## src/rtl/t03_display_pkg.sv

```systemverilog
// Shared display-path definitions for team 03: colour type, transparency key
// and default active-area geometry.
package t03_display_pkg;

  localparam int COLOR_W = 8;
  localparam int H_ACTIVE_DEF = 640;
  localparam int V_ACTIVE_DEF = 480;
  localparam int COLLISION_W = 19;

  typedef logic [COLOR_W-1:0] color_t;

  localparam color_t TRANSPARENT_KEY = 8'h00;
  localparam logic [COLLISION_W-1:0] COLLISION_MAX = 19'h7FFFF;

endpackage

```

## src/rtl/t03_priority_select.sv

```systemverilog
// Combinational layer priority mux: lowest-index opaque layer wins, otherwise
// the background colour; also flags pixels where two or more layers are opaque.
module t03_priority_select
  import t03_display_pkg::*;
#(
  parameter int NUM_LAYERS = 4
) (
  input  logic [NUM_LAYERS-1:0]         layer_valid,
  input  logic [NUM_LAYERS*COLOR_W-1:0] layer_color,
  input  color_t                        bg_color,
  output color_t                        sel_color,
  output logic                          multi_opaque
);

  logic [NUM_LAYERS-1:0] opaque;
  logic                  found;

  // Walk from layer 0 upward so the first opaque hit keeps the selection
  always_comb begin
    sel_color    = bg_color;
    multi_opaque = 1'b0;
    found        = 1'b0;
    opaque       = '0;
    for (int i = 0; i < NUM_LAYERS; i++) begin
      opaque[i] = layer_valid[i] && (layer_color[i*COLOR_W +: COLOR_W] != TRANSPARENT_KEY);
      if (opaque[i]) begin
        if (!found) begin
          sel_color = layer_color[i*COLOR_W +: COLOR_W];
        end
        multi_opaque = multi_opaque | found;
        found        = 1'b1;
      end
    end
  end

endmodule

```

## src/rtl/t03_layer_compositor.sv

```systemverilog
// Final pixel stage: aligns layers to a 2-cycle pipeline, picks the top opaque
// layer or the frame-synchronous background. Optional collision counter: T03_COLLISION_CNT_EN.
module t03_layer_compositor
  import t03_display_pkg::*;
#(
  parameter int NUM_LAYERS = 4,
  parameter int H_ACTIVE   = H_ACTIVE_DEF,
  parameter int V_ACTIVE   = V_ACTIVE_DEF
) (
  input  logic                          clk,
  input  logic                          rst_n,
  input  logic [10:0]                   Hcnt,
  input  logic [10:0]                   Vcnt,
  input  logic                          hsync_in,
  input  logic                          vsync_in,
  input  logic [NUM_LAYERS-1:0]         layer_valid,
  input  logic [NUM_LAYERS*COLOR_W-1:0] layer_color,
  input  logic                          bg_color_wr,
  input  logic [7:0]                    bg_color_data,
  output logic [7:0]                    pixel_out,
  output logic                          hsync_out,
  output logic                          vsync_out,
  output logic                          de_out,
  output logic                          frame_start,
  output logic [18:0]                   collision_count
);

  logic                  first_in;
  logic                  active_in;
  logic [NUM_LAYERS-1:0] valid_a;
  logic                  hsync_a;
  logic                  vsync_a;
  logic                  active_a;
  logic                  first_a;
  color_t                bg_pending;
  color_t                bg_active;
  logic                  synced;
  color_t                sel_color;
  logic                  multi_opaque;
  color_t                pixel_next;

  assign first_in  = (Hcnt == 11'd0) && (Vcnt == 11'd0);
  assign active_in = (Hcnt < 11'(H_ACTIVE)) && (Vcnt < 11'(V_ACTIVE));

  always_ff @(posedge clk or negedge rst_n) begin
    if (!rst_n) begin
      valid_a  <= '0;
      hsync_a  <= 1'b1;
      vsync_a  <= 1'b1;
      active_a <= 1'b0;
      first_a  <= 1'b0;
    end else begin
      valid_a  <= layer_valid;
      hsync_a  <= hsync_in;
      vsync_a  <= vsync_in;
      active_a <= active_in;
      first_a  <= first_in;
    end
  end

  // bg_active swaps as pixel (0,0) enters stage A, so the whole frame shares one background
  always_ff @(posedge clk or negedge rst_n) begin
    if (!rst_n) begin
      bg_pending <= TRANSPARENT_KEY;
      bg_active  <= TRANSPARENT_KEY;
    end else begin
      if (bg_color_wr) begin
        bg_pending <= bg_color_data;
      end
      if (first_in) begin
        bg_active <= bg_color_wr ? bg_color_data : bg_pending;
      end
    end
  end

  // Output stays blank after reset until a full frame boundary has been seen
  always_ff @(posedge clk or negedge rst_n) begin
    if (!rst_n) begin
      synced <= 1'b0;
    end else if (first_a) begin
      synced <= 1'b1;
    end
  end

  t03_priority_select #(
    .NUM_LAYERS(NUM_LAYERS)
  ) u_priority_select (
    .layer_valid (valid_a),
    .layer_color (layer_color),
    .bg_color    (bg_active),
    .sel_color   (sel_color),
    .multi_opaque(multi_opaque)
  );

  always_comb begin
    pixel_next = TRANSPARENT_KEY;
    if (active_a && (synced || first_a)) begin
      pixel_next = sel_color;
    end
  end

  always_ff @(posedge clk or negedge rst_n) begin
    if (!rst_n) begin
      pixel_out   <= TRANSPARENT_KEY;
      hsync_out   <= 1'b1;
      vsync_out   <= 1'b1;
      de_out      <= 1'b0;
      frame_start <= 1'b0;
    end else begin
      pixel_out   <= pixel_next;
      hsync_out   <= hsync_a;
      vsync_out   <= vsync_a;
      de_out      <= active_a;
      frame_start <= first_a;
    end
  end

`ifdef T03_COLLISION_CNT_EN
  logic                   collide;
  logic [COLLISION_W-1:0] run_count;
  logic [COLLISION_W-1:0] count_reg;

  assign collide = active_a && multi_opaque;

  // The pixel (0,0) collision belongs to the new frame, hence the restart at 1
  always_ff @(posedge clk or negedge rst_n) begin
    if (!rst_n) begin
      run_count <= '0;
      count_reg <= '0;
    end else if (first_a) begin
      count_reg <= run_count;
      run_count <= collide ? 19'd1 : 19'd0;
    end else if (collide && (run_count != COLLISION_MAX)) begin
      run_count <= run_count + 19'd1;
    end
  end

  assign collision_count = count_reg;
`else
  logic unused_multi_opaque;
  assign unused_multi_opaque = multi_opaque;
  assign collision_count     = '0;
`endif

endmodule
```

## config.mk

```make
export PLATFORM = sky130hd
export DESIGN_NAME = t03_layer_compositor
export DESIGN_NICKNAME = d
export VERILOG_FILES = /design/src/rtl/t03_display_pkg.sv /design/src/rtl/t03_priority_select.sv /design/src/rtl/t03_layer_compositor.sv
export SDC_FILE = /design/constraint.sdc
export NUM_CORES = 1
export LEC_CHECK = 0
export ABC_AREA = 1
export CAP_MARGIN = 10
export CORE_MARGIN = 3
export CORE_UTILIZATION = 30
export CTS_CLUSTER_SIZE = 20
export DETAILED_ROUTE_END_ITERATION = 7
export DONT_BUFFER_PORTS = 1
export GPL_TIMING_DRIVEN = 0
export PLACE_DENSITY_LB_ADDON = 0.05
export SLEW_MARGIN = 20
export SYNTH_ARGS = -nofsm -noshare
export SYNTH_HDL_FRONTEND = slang
export SYNTH_HIERARCHICAL = 1
export SYNTH_SLANG_ARGS = --single-unit
```

## constraint.sdc

```tcl
create_clock -name clk -period 2.9 [get_ports clk]
set_input_delay 0.435 -clock clk [delete_from_list [all_inputs] [get_ports clk]]
set_output_delay 0.435 -clock clk [all_outputs]
set_load 0.05 [all_outputs]
```

# Yosys cells after proc, flatten, opt, wreduce, memory -nomap -nowiden
# Index checks and enable logic that the tools add are counted.
# W data, S select, Z words.
# totals
reg_bits,37
latchBits,0
ram_bits,0
romBits,0
input_bits,71
out_inout_bits,31
wordCells,41
n_memories,0
# op_classes
n_addsub,0
n_mul,0
div,0
magnitude_cmp,2
eq_ne,0
n_shift,0
n_mux,12
n_bitwise,0
reduce_logical,14
# op_table
cell,n
$mux W8,9
$reduce_bool A8 Y1,4
$logic_not A11 Y1,2
$lt A11 B10 Y1 const B,1
$lt A11 B9 Y1 const B,1
$logic_and A1 B1 Y1,7
$mux W1,3
$logic_or A1 B1 Y1,1

# Longest topological paths before layout
# Gate-level depths: netlist (run 1).
# depth
word_depth,10
depth_mapped,12
mapped_depth_nobuf,11

# Cells and area by module
# The synthesis (run 1) kept the hierarchy.
# modules_own_cells
module,n_inst,cells_per_inst,area_per_inst_um2,seq_area_each_um2
t03_layer_compositor,1,149,1519.0,930.9
t03_priority_select,1,143,671.9,0.0

# Worst setup path after synthesis (run 1)
# No wires, ideal clock.
# synth_timing
path_type,input to register
start,in layer_color[15]
end,reg pixel_out[3]
setup_ps,124
t_arrival_ps,1381
required_ps,2776
setup_slack_ps,1394
stages,11
n_path_buf,1
cell_sequence,nor2_1 -> nand2_1 -> o21ai_4 -> buf_4 -> nand2_1 -> a21oi_1 -> nor2_1 -> nor2_1 -> nor2_1 -> inv_1 -> nor2_1
# synth_via
elab_chain_len,8
word_cells_on_any_way,10
classes_between,mux: 8; reduce/logical: 2
# synth_lines
item,line,text
from (decl),t03_layer_compositor.sv:17,"input logic [NUM_LAYERS*COLOR_W-1:0] layer_color,"
$reduce_bool A8 Y1 *,t03_priority_select.sv:25,opaque[i] = layer_valid[i] && (layer_color[i*COLOR_W +: COLOR_W] != TRANSPARENT_KEY);
$logic_and A1 B1 Y1 *,t03_priority_select.sv:25,
$mux W8 / $mux W1 (equally long branches),t03_priority_select.sv:26,if (opaque[i]) begin
$mux W8,t03_priority_select.sv:27,if (!found) begin
$mux W8,t03_priority_select.sv:26,
$mux W8,t03_priority_select.sv:27,
$mux W8 *,t03_priority_select.sv:26,
via sel_color[3],t03_layer_compositor.sv:38,color_t sel_color;
$mux W8 *,t03_layer_compositor.sv:97,if (active_a && (synced || first_a)) begin
via pixel_next[3],t03_layer_compositor.sv:40,color_t pixel_next;
to (signal assigned),t03_layer_compositor.sv:110,pixel_out <= pixel_next;
to (decl),t03_layer_compositor.sv:20,"output logic [7:0] pixel_out,"
# Mark *: on every way through the listed nets, which the timed path passes. The rest lies on a longest branch.
# A chain may end at the register's enable or synchronous reset.

# Final worst setup path (run 1)
# layout_timing
start,reg valid_a[2]
end,reg pixel_out[5]
# layout_via
elab_chain_len,5
word_cells_on_any_way,6
classes_between,mux: 5; reduce/logical: 1
# layout_lines
item,line,text
from (decl),t03_layer_compositor.sv:30,logic [NUM_LAYERS-1:0] valid_a;
from (signal assigned),t03_layer_compositor.sv:53,valid_a <= layer_valid;
$logic_and A1 B1 Y1 *,t03_priority_select.sv:25,
$mux W8 / $mux W1 (equally long branches),t03_priority_select.sv:26,
$mux W8,t03_priority_select.sv:27,
$mux W8 *,t03_priority_select.sv:26,
via sel_color[5],t03_layer_compositor.sv:38,
$mux W8 *,t03_layer_compositor.sv:97,
via pixel_next[5],t03_layer_compositor.sv:40,
# Marked as above.

==> results of run 1 <==
==> layer usage <==
layer | track usage (%) | routed length (um) | share of wire (%) | vias to the layer above
li1 | - | - | - | 911
met1 | 17.1 | 2240 | 43 | 723
met2 | 21.9 | 2580 | 49 | 46
met3 | 4.72 | 358 | 6.9 | 5
met4 | 3.39 | 51 | 0.98 | 0
met5 | 0 | 0 | 0 | -
==> layout make-up <==
cell class	count	area, um2
sequential	37	931
buffer	24	189
timing repair buffer	2	30.0
tap	96	120
inverter	36	135
fill	772	4420
clock buffer	8	90.1
multi-input combinational	211	988
==> flip-flops by register name, summed over array words and instances (netlist names) <==
register and flops:
frame_start 1, synced 1, hsync_a 1, vsync_out 1
de_out 1, valid_a 4, bg_pending 8, active_a 1
hsync_out 1, first_a 1, bg_active 8, pixel_out 8
vsync_a 1
==> stage by stage <==
stage | std cells | area, um2 | worst slack, ns | utilization, %
2_1_floorplan | 308 | 2240 | 1.40 | -
3_3_place_gp | 404 | 2360 | 1.18 | 34.2
3_5_place_dp | 404 | 2360 | 1.17 | 34.2
4_1_cts | 414 | 2480 | 1.46 | 36.0
5_1_grt | 414 | 2480 | 1.28 | 36.0
6_report | 414 | 2480 | 1.44 | 36.0
==> path summary, 6_finish.rpt <==
check / from / cells past startpoint / to / slack, ns
worst max-delay path: valid_a[2]$_DFF_PN0_ / 10 / pixel_out[5]$_DFF_PN0_ / 1.44
max in group asynchronous: rst_n / 2 / hsync_a$_DFF_PN1_ / 2.04
worst max register to register: valid_a[2]$_DFF_PN0_ / 10 / pixel_out[5]$_DFF_PN0_ / 1.44
min in group asynchronous: rst_n / 2 / pixel_out[3]$_DFF_PN0_ / 0.60
worst min register to register: vsync_a$_DFF_PN1_ / 0 / vsync_out$_DFF_PN1_ / 0.36
worst min-delay path: vsync_in / 0 / vsync_a$_DFF_PN1_ / 0.14
==> worst max-delay path, delay by kind of cell, from the launching register on <==
kind | cells | cell delay, ns
simple gates | 7 | 0.71
flops | 1 | 0.35
buf+inv | 3 | 0.27
==> power groups by stage <==
stage	Clock (mW)	Sequential [mW]	Combinational, mW
after global placement	0	0.557	0.179
final	0.377	0.547	0.193
after global routing	0.425	0.549	0.217
after detailed placement	0	0.557	0.178
after floorplan	0	0.555	0.160
after CTS	0.399	0.547	0.195
==> what timing repair did <==
action                                  4_1_cts  5_1_grt
endpoints found under the setup margin        0        0
hold buffers                                  2        0
hold endpoints to repair                     37        0
==> run metrics, run 1 <==
status completed; WL final 5230 um; clock share of power 33.7%; Worst path slowest cell dfrtp_1; Startpoint Class flop; CTS tree yes; power per cell area 450 nW/um2; drt wl/cell 12.6 um; CTS Buf Count 5; first-pass GRT wire length 8650 um; critical path class reg2reg; full die area 8310 um2; core box area 6910 um2; Mapped Area 2180 um2; syn avg cell area 7.50 um2; CTS Sinks 37; post-route ant nets 0; HPWL after DPL 4140 um; Leak 1.33 nW; Post-Syn Instances 290; Core Rows 30; switch share 29.1%; worst path arrival time 1.62 ns; max-cap violations 0; CTS clk-pin slew, worst paths 0.08 ns; CP dominant cell by count nor2_1; Worst Path Max Fanout 10; largest net degree at the start of global routing 38; number of global-route vias before repair 1,684; Fmax 686 MHz; vias per std cell 4.07; final hold violation count 0; latest clock arrival within the worst-skew pair 0.29 ns; die height 91.2 um; cell-internal power 0.791 mW; sw power 0.325 mW; diodes inserted 0; Detailed Route Iter0 Violations 89; HP Class in2reg; critical path, cell by cell inv_1 -> nor2_1 -> nand3_2 -> buf_6 -> nor2_1 -> nor2_1 -> nand2_1 -> nand2_1 -> inv_1 -> nor2_1; layout cells sized above 1 16.7%; First-pass DRT Iterations 4; H-Tree Depth 2; CP max stage delay 0.35 ns; final setup fails 0; Die W 91.2 um; worst hold slack 0.141 ns; Setup Buffers After CTS 0; Slew Viols, Final 0; unrepaired setup endpoints after global routing no; power consumption 1.12 mW; Port Buf Inserts 0; CP Data Required Time 3.06 ns; fin crit period 1.46 ns; commonest non-fill, non-tap cell in the layout nand2_1; Post-Route Skew 0.00928 ns; post-route clock period utilization 50.2%; Gate power share 17.3%; commonest non-fill, non-tap cells in the layout nand2_1, nor2_1, inv_1, dfrtp_1, buf_4; Initial Util 31.5%; Syn. warnings 6; area grow syn2layout 14.1%; GR Overflow Total 0; Nets 388; CTS Root Cell clkbuf_8; via count 1,685; # DRC 0; Fin Setup TNS 0 ns; initial antenna violation count 0; Seq pwr share 49.0%; I/O Pins 102; maximum VDD drop 0.000178 V; Clock Path Buffers 2; CTS resizes 0; RD Place Congestion 0.757; overall routing resource usage 13.5%; CP Capture Type flop
(Power assumes the default switching activity.)
==> inputs of run 2 (changes only) <==
- ABC_AREA: 1 -> 0
- clock period: 2.9 -> 1.5 ns (I/O delays scaled with it)
==> run 2 against run 1 <==
Compared with the run above: the flow now finishes with violations (negative setup slack); cell count down 33%; power up 110%; setup slack worse by 1.5 ns; first-iteration DRC count down 57%; design area down 6.2%; utilization up 4.6 points; clock skew down 0.0066 ns; sequential cell count unchanged; die area down 14%.
==> run metrics, run 2 <==
CP Data Required Time 1.68 ns (-1.38 ns); clock share of power 38.5% (+4.8 points); core box area 5740 um2 (-17%); Post-Route Skew 0.00269 ns (-0.00659 ns); Core Rows 27 (-10%); Die W 84.5 um (-7.3%); HP Class in2reg; most used routing layer in global routing met2; Detailed Route Iter0 Violations 38 (-57%); M2 GR Usage 22.6% (+0.61 points); Place WS -0.383 ns (-1.56 ns); Final WS setup -0.0682 ns (-1.51 ns); final non-filler cell area 2330 um2 (-6.2%); full die area 7140 um2 (-14%); CTS Buf Count 5 (unchanged); Syn. warnings 6 (unchanged); GR Overflow Total 0 (unchanged); Worst Hold Launch bg_color_data[4]; diodes inserted 0 (unchanged); CTS Sinks 37 (unchanged); Clock Path Buffers 2 (unchanged); max-cap violations 0 (unchanged); syn avg cell area 10.9 um2 (+46%); Gate power share 15.4% (-1.9 points); R2R setup slack -0.01 ns (-1.45 ns); CTS Root Cell clkbuf_8; post-route clock period utilization 105%; layout cells sized above 1 34.5% (+18 points); vias per std cell 4.91 (+21%); hold path cells 1 (+1); failing checks negative setup slack; Seq pwr share 46.1% (-2.9 points); sw power 0.599 mW (+84%); Startpoint Class primary input; H-Tree Depth 2 (unchanged); worst r2r src valid_a[1]$_DFF_PN0_; WL final 4630 um (-11%); CP Capture Type flop; commonest non-fill, non-tap cell in the layout dfrtp_1; worst path arrival time 1.75 ns (+0.13 ns); area grow syn2layout 26.0%; first-pass GRT wire length 7250 um (-16%); Max transition margin 64.7%; # DRC 0 (unchanged); CTS clk-pin slew, worst paths 0.07 ns (about the same); CTS tree yes; power per cell area 994 nW/um2 (+120%); HPWL after DPL 3730 um (-9.9%); grt met1 use 14.5% (-2.6 points); Fmax 638 MHz; R2R Path End pixel_out[5]$_DFF_PN0_; post-route ant nets 0 (unchanged); Post-Syn Instances 169 (-42%); drt wl/cell 16.6 um (+32%); overall routing resource usage 12.9% (-0.61 points); Leak 1.07 nW (-20%); Worst Path Max Fanout 9 (-1); cell-internal power 1.72 mW (+120%); worst hold slack 0.103 ns (-0.0381 ns); First-pass DRT Iterations 4 (unchanged); RD Place Congestion 0.776 (+2.5%); switch share 25.9% (-3.2 points); Min-Delay Endpoint bg_pending[4]$_DFF_PN0_; fin crit period 1.57 ns; Nets 276 (-29%); number of global-route vias before repair 1,431 (-15%); Initial Util 32.2% (+0.68 points); status finished with violations; power consumption 2.31 mW (+110%); final core occ 40.5% (+4.6 points); Placed Instance Area 2050 um2 (-13%); I/O Pins 102 (unchanged); die height 84.5 um (-7.3%); latest clock arrival within the worst-skew pair 0.29 ns (about the same); R2R depth 6 (-4); commonest non-fill, non-tap cells in the layout dfrtp_1, buf_4, conb_1, mux2_2, nand2_1; Port Buf Inserts 0 (unchanged); via count 1,364 (-19%); largest net degree at the start of global routing 38 (unchanged); Tightest Pin Transition 0.525 ns; GRT met3 Usage 5.20% (+0.48 points); Mapped Area 1850 um2 (-15%); final setup fails 5 (+5); Top Registers bg_active x8, bg_pending x8, pixel_out x8; initial antenna violation count 0 (unchanged); maximum VDD drop 0.000377 V (+110%); Slew Viols, Final 0 (unchanged); critical path class in2reg; unrepaired setup endpoints after global routing yes; final hold violation count 0 (unchanged)
## run 2: cell count changes in the layout (fill, tap and decap cells not counted), moves of 5 or more
cell           delta
inv_1            -31
o211ai_1          +5
and3_1            +8
nand3_1          -12
a31oi_1           +5
nand2_1          -56
nand4_1          -10
dlygate4sd3_1     +6
nor4_1            +8
nor2_1           -54
mux2_2           +16
## run 2: critical path, stage by stage
cell	delay, ns
or4_4	0.54
o21a_1	0.21
buf_6	0.15
nor3_2	0.20
a2bb2oi_2	0.17
o22ai_1	0.08
and3_1	0.17
## run 2: area by class of cell
class	instances	area, um2
clock buffer	6	82.6
buffer	24	184
fill	585	3410
tap	72	90.1
multi-input combinational	123	876
clock inverter	2	37.5
inverter	3	11.3
sequential	37	931
timing repair buffer	11	116
## run 2: worst max-delay path by stage
| stage | slack [ns] | start | end | cells after the start |
|---|---|---|---|---|
| 6_report | -0.07 | layer_color[12] | pixel_out[5]$_DFF_PN0_ | 7 |
| 5_1_grt | -0.12 | layer_color[12] | pixel_out[3]$_DFF_PN0_ | 7 |
| 4_1_cts | -0.04 | layer_color[12] | pixel_out[3]$_DFF_PN0_ | 7 |
| 3_5_place_dp | -0.38 | layer_color[8] | pixel_out[6]$_DFF_PN0_ | 7 |
| 3_3_place_gp | -0.39 | layer_color[8] | pixel_out[7]$_DFF_PN0_ | 7 |
| 2_1_floorplan | -0.22 | layer_color[12] | pixel_out[3]$_DFF_PN0_ | 7 |
## run 2: power groups by stage
stage          Clock, mW  Combinational [mW]  Sequential [mW]
2_1_floorplan          0               0.265             1.08
3_3_place_gp           0               0.292             1.08
3_5_place_dp           0               0.293             1.09
4_1_cts            0.923               0.352             1.07
5_1_grt            0.991               0.382             1.07
6_report           0.892               0.356             1.07
## run 2: repair_timing
item,CTS,global route
resized for setup,7,4
endpoints found under the hold margin,43,0
pin swaps,7,10
setup endpoints to repair,8,8
hold buffers,8,0
setup buffers,2,1
## run 2: stage by stage
step	setup TNS, ns	instances
2_1_floorplan	-1.63	187
3_3_place_gp	-2.91	259
3_5_place_dp	-2.82	259
4_1_cts	-0.141	277
5_1_grt	-0.515	278
6_report	-0.137	278
## run 2: routing by layer
layer  part of all wire (%)  vias to the layer above
met1                     37                      649
met4                   0.80                        0
li1                       -                      652
met5                      0                        -
met2                     53                       59
met3                    8.9                        4
==> inputs of run 3 (changes only) <==
- clock period: 1.5 -> 1.7 ns (I/O delays scaled with it)
==> run 3 against run 2 <==
Compared with the run above: the flow now finishes without violations; first-iteration DRC count down 7.9%; clock skew barely moved; critical path depth is the same; non-clock buffer count decreased by 2; die area is the same; clock-buffer cell count is the same; largest cell class unchanged.
==> run metrics, run 3 (same netlist as run 2, synthesis figures left out) <==
CP Capture Type flop; Setup crit start layer_color[8]; Top Registers bg_active x8, bg_pending x8, pixel_out x8; power per cell area 888 nW/um2 (-11%); GRT met3 Usage 5.59% (+0.39 points); Die W 84.5 um (unchanged); HP Class in2reg; Tightest Pin Transition 0.519 ns (-0.00585 ns); Max transition margin 65.1% (+0.39 points); CP Data Required Time 1.88 ns (+0.20 ns); Clock Path Buffers 2 (unchanged); core box area 5740 um2 (unchanged); I/O Pins 102 (unchanged); maximum VDD drop 0.000384 V (+1.8%); Post-Route Skew 0.00234 ns (-0.000352 ns); Fillers 568 (-2.9%); Startpoint Class primary input; first-pass GRT wire length 7560 um (+4.2%); commonest non-fill, non-tap cells in the layout dfrtp_1, buf_4, conb_1, mux2_2, nand2_1; final hold violation count 0 (unchanged); CTS clk-pin slew, worst paths 0.07 ns (about the same); grt met1 use 14.5% (+0.061 points); overall routing resource usage 13.1% (+0.27 points); most used routing layer in global routing met2; First-pass DRT Iterations 4 (unchanged); HPWL after DPL 3840 um (+2.9%); Fin Setup TNS 0 ns (+0.137 ns); commonest non-fill, non-tap cell in the layout dfrtp_1; Nets 274 (-0.72%); number of global-route vias before repair 1,513 (+5.7%); Detailed Route Iter0 Violations 35 (-7.9%); GR Overflow Total 0 (unchanged); R2R depth 6 (unchanged); Fmax 605 MHz; post-route ant nets 0 (unchanged); WL final 4710 um (+1.8%); CTS Buf Count 5 (unchanged); area grow syn2layout 23.5%; initial antenna violation count 0 (unchanged); largest net degree at the start of global routing 38 (unchanged); R2R setup slack 0.15 ns (+0.16 ns); latest clock arrival within the worst-skew pair 0.29 ns (about the same); Core Rows 27 (unchanged); power consumption 2.03 mW (-12%); fin crit period 1.65 ns; Port Buf Inserts 0 (unchanged); final setup fails 0 (-5); Post-Place Cells 259 (unchanged); Leak 1.06 nW (-1.1%); die height 84.5 um (unchanged); Slew Viols, Final 0 (unchanged); CTS Root Cell clkbuf_8; drt wl/cell 17.1 um (+2.5%); full die area 7140 um2 (unchanged); post-route clock period utilization 97.2%; vias per std cell 4.94 (+0.72%); layout cells sized above 1 32.8% (-1.6 points); worst path arrival time 1.83 ns (+0.08 ns); via count 1,364 (unchanged); CP endpoint pixel_out[5]$_DFF_PN0_; H-Tree Depth 2 (unchanged); RD Place Congestion 0.822 (+5.9%); CTS tree yes; Worst Path Max Fanout 9 (unchanged); status completed; final core occ 39.7% (-0.81 points); diodes inserted 0 (unchanged); worst r2r src valid_a[1]$_DFF_PN0_; M2 GR Usage 23.3% (+0.78 points); CTS Sinks 37 (unchanged); Initial Util 32.2% (unchanged); Non-Filler Instances 276 (-0.72%); max-cap violations 0 (unchanged); hold path cells 1 (unchanged); critical path class in2reg; # DRC 0 (unchanged); unrepaired setup endpoints after global routing yes; R2R Path End pixel_out[5]$_DFF_PN0_
## run 3: cell types whose count changed in the layout (fill, tap and decap cells not counted), sizes merged
cell	change
buf	-2
## run 3: worst min-delay path by stage
stage	end	from	slack, ns
detailed placement	de_out$_DFF_PN0_	rst_n	-0.04
CTS	bg_pending[0]$_DFF_PN0_	bg_color_data[0]	0.12
global route	bg_pending[0]$_DFF_PN0_	bg_color_data[0]	0.12
floorplan	active_a$_DFF_PN0_	rst_n	-0.04
finish	bg_pending[0]$_DFF_PN0_	bg_color_data[0]	0.13
global placement	de_out$_DFF_PN0_	rst_n	-0.04
## run 3: area by class of cell
cell class / count / area [um2] / share of cell area [%]
sequential: 37 / 931 / 40.8
timing repair buffer: 9 / 110 / 4.82
multi-input combinational: 123 / 843 / 37.0
tap: 72 / 90.1 / 3.95
buffer: 24 / 176 / 7.73
clock inverter: 2 / 37.5 / 1.64
clock buffer: 6 / 82.6 / 3.62
inverter: 3 / 11.3 / 0.493
## run 3: per-layer routing
| layer | share of wire (%) | vias up |
|---|---|---|
| met5 | 0 | - |
| met4 | 1.3 | 0 |
| met3 | 9.1 | 6 |
| met2 | 54 | 61 |
| met1 | 36 | 654 |
| li1 | - | 643 |
## run 3: through the flow
stage / hold WS, ns / setup slack, ns / instance area (um2)
after floorplan: -0.0406 / -0.0556 / 1960
after global placement: -0.0396 / -0.237 / 2050
after detailed placement: -0.0394 / -0.242 / 2050
after CTS: 0.125 / 0.0305 / 2260
after global routing: 0.121 / -0.0156 / 2280
final: 0.133 / 0.0473 / 2280
## run 3: where the power goes
group / leakage (nW) / switching (mW) / internal (mW)
clock network: 0.0574 / 0.305 / 0.477
logic: 0.525 / 0.187 / 0.117
registers: 0.475 / 0.0276 / 0.914
total: 1.06 / 0.520 / 1.51
## run 3: what timing repair did
action / CTS / global route
setup endpoints to repair: 0 / 3
buffers inserted: 0 / 1
gates resized for setup: 0 / 1
hold buffers: 8 / 0
hold endpoints to repair: 43 / 0
## run 3: worst max-delay path, cell delays in order
cell and delay [ns]:
or4_4 0.53, o21a_1 0.21, buf_6 0.14, nor3_2 0.18, a2bb2oi_1 0.23, o22ai_1 0.11, and3_1 0.17
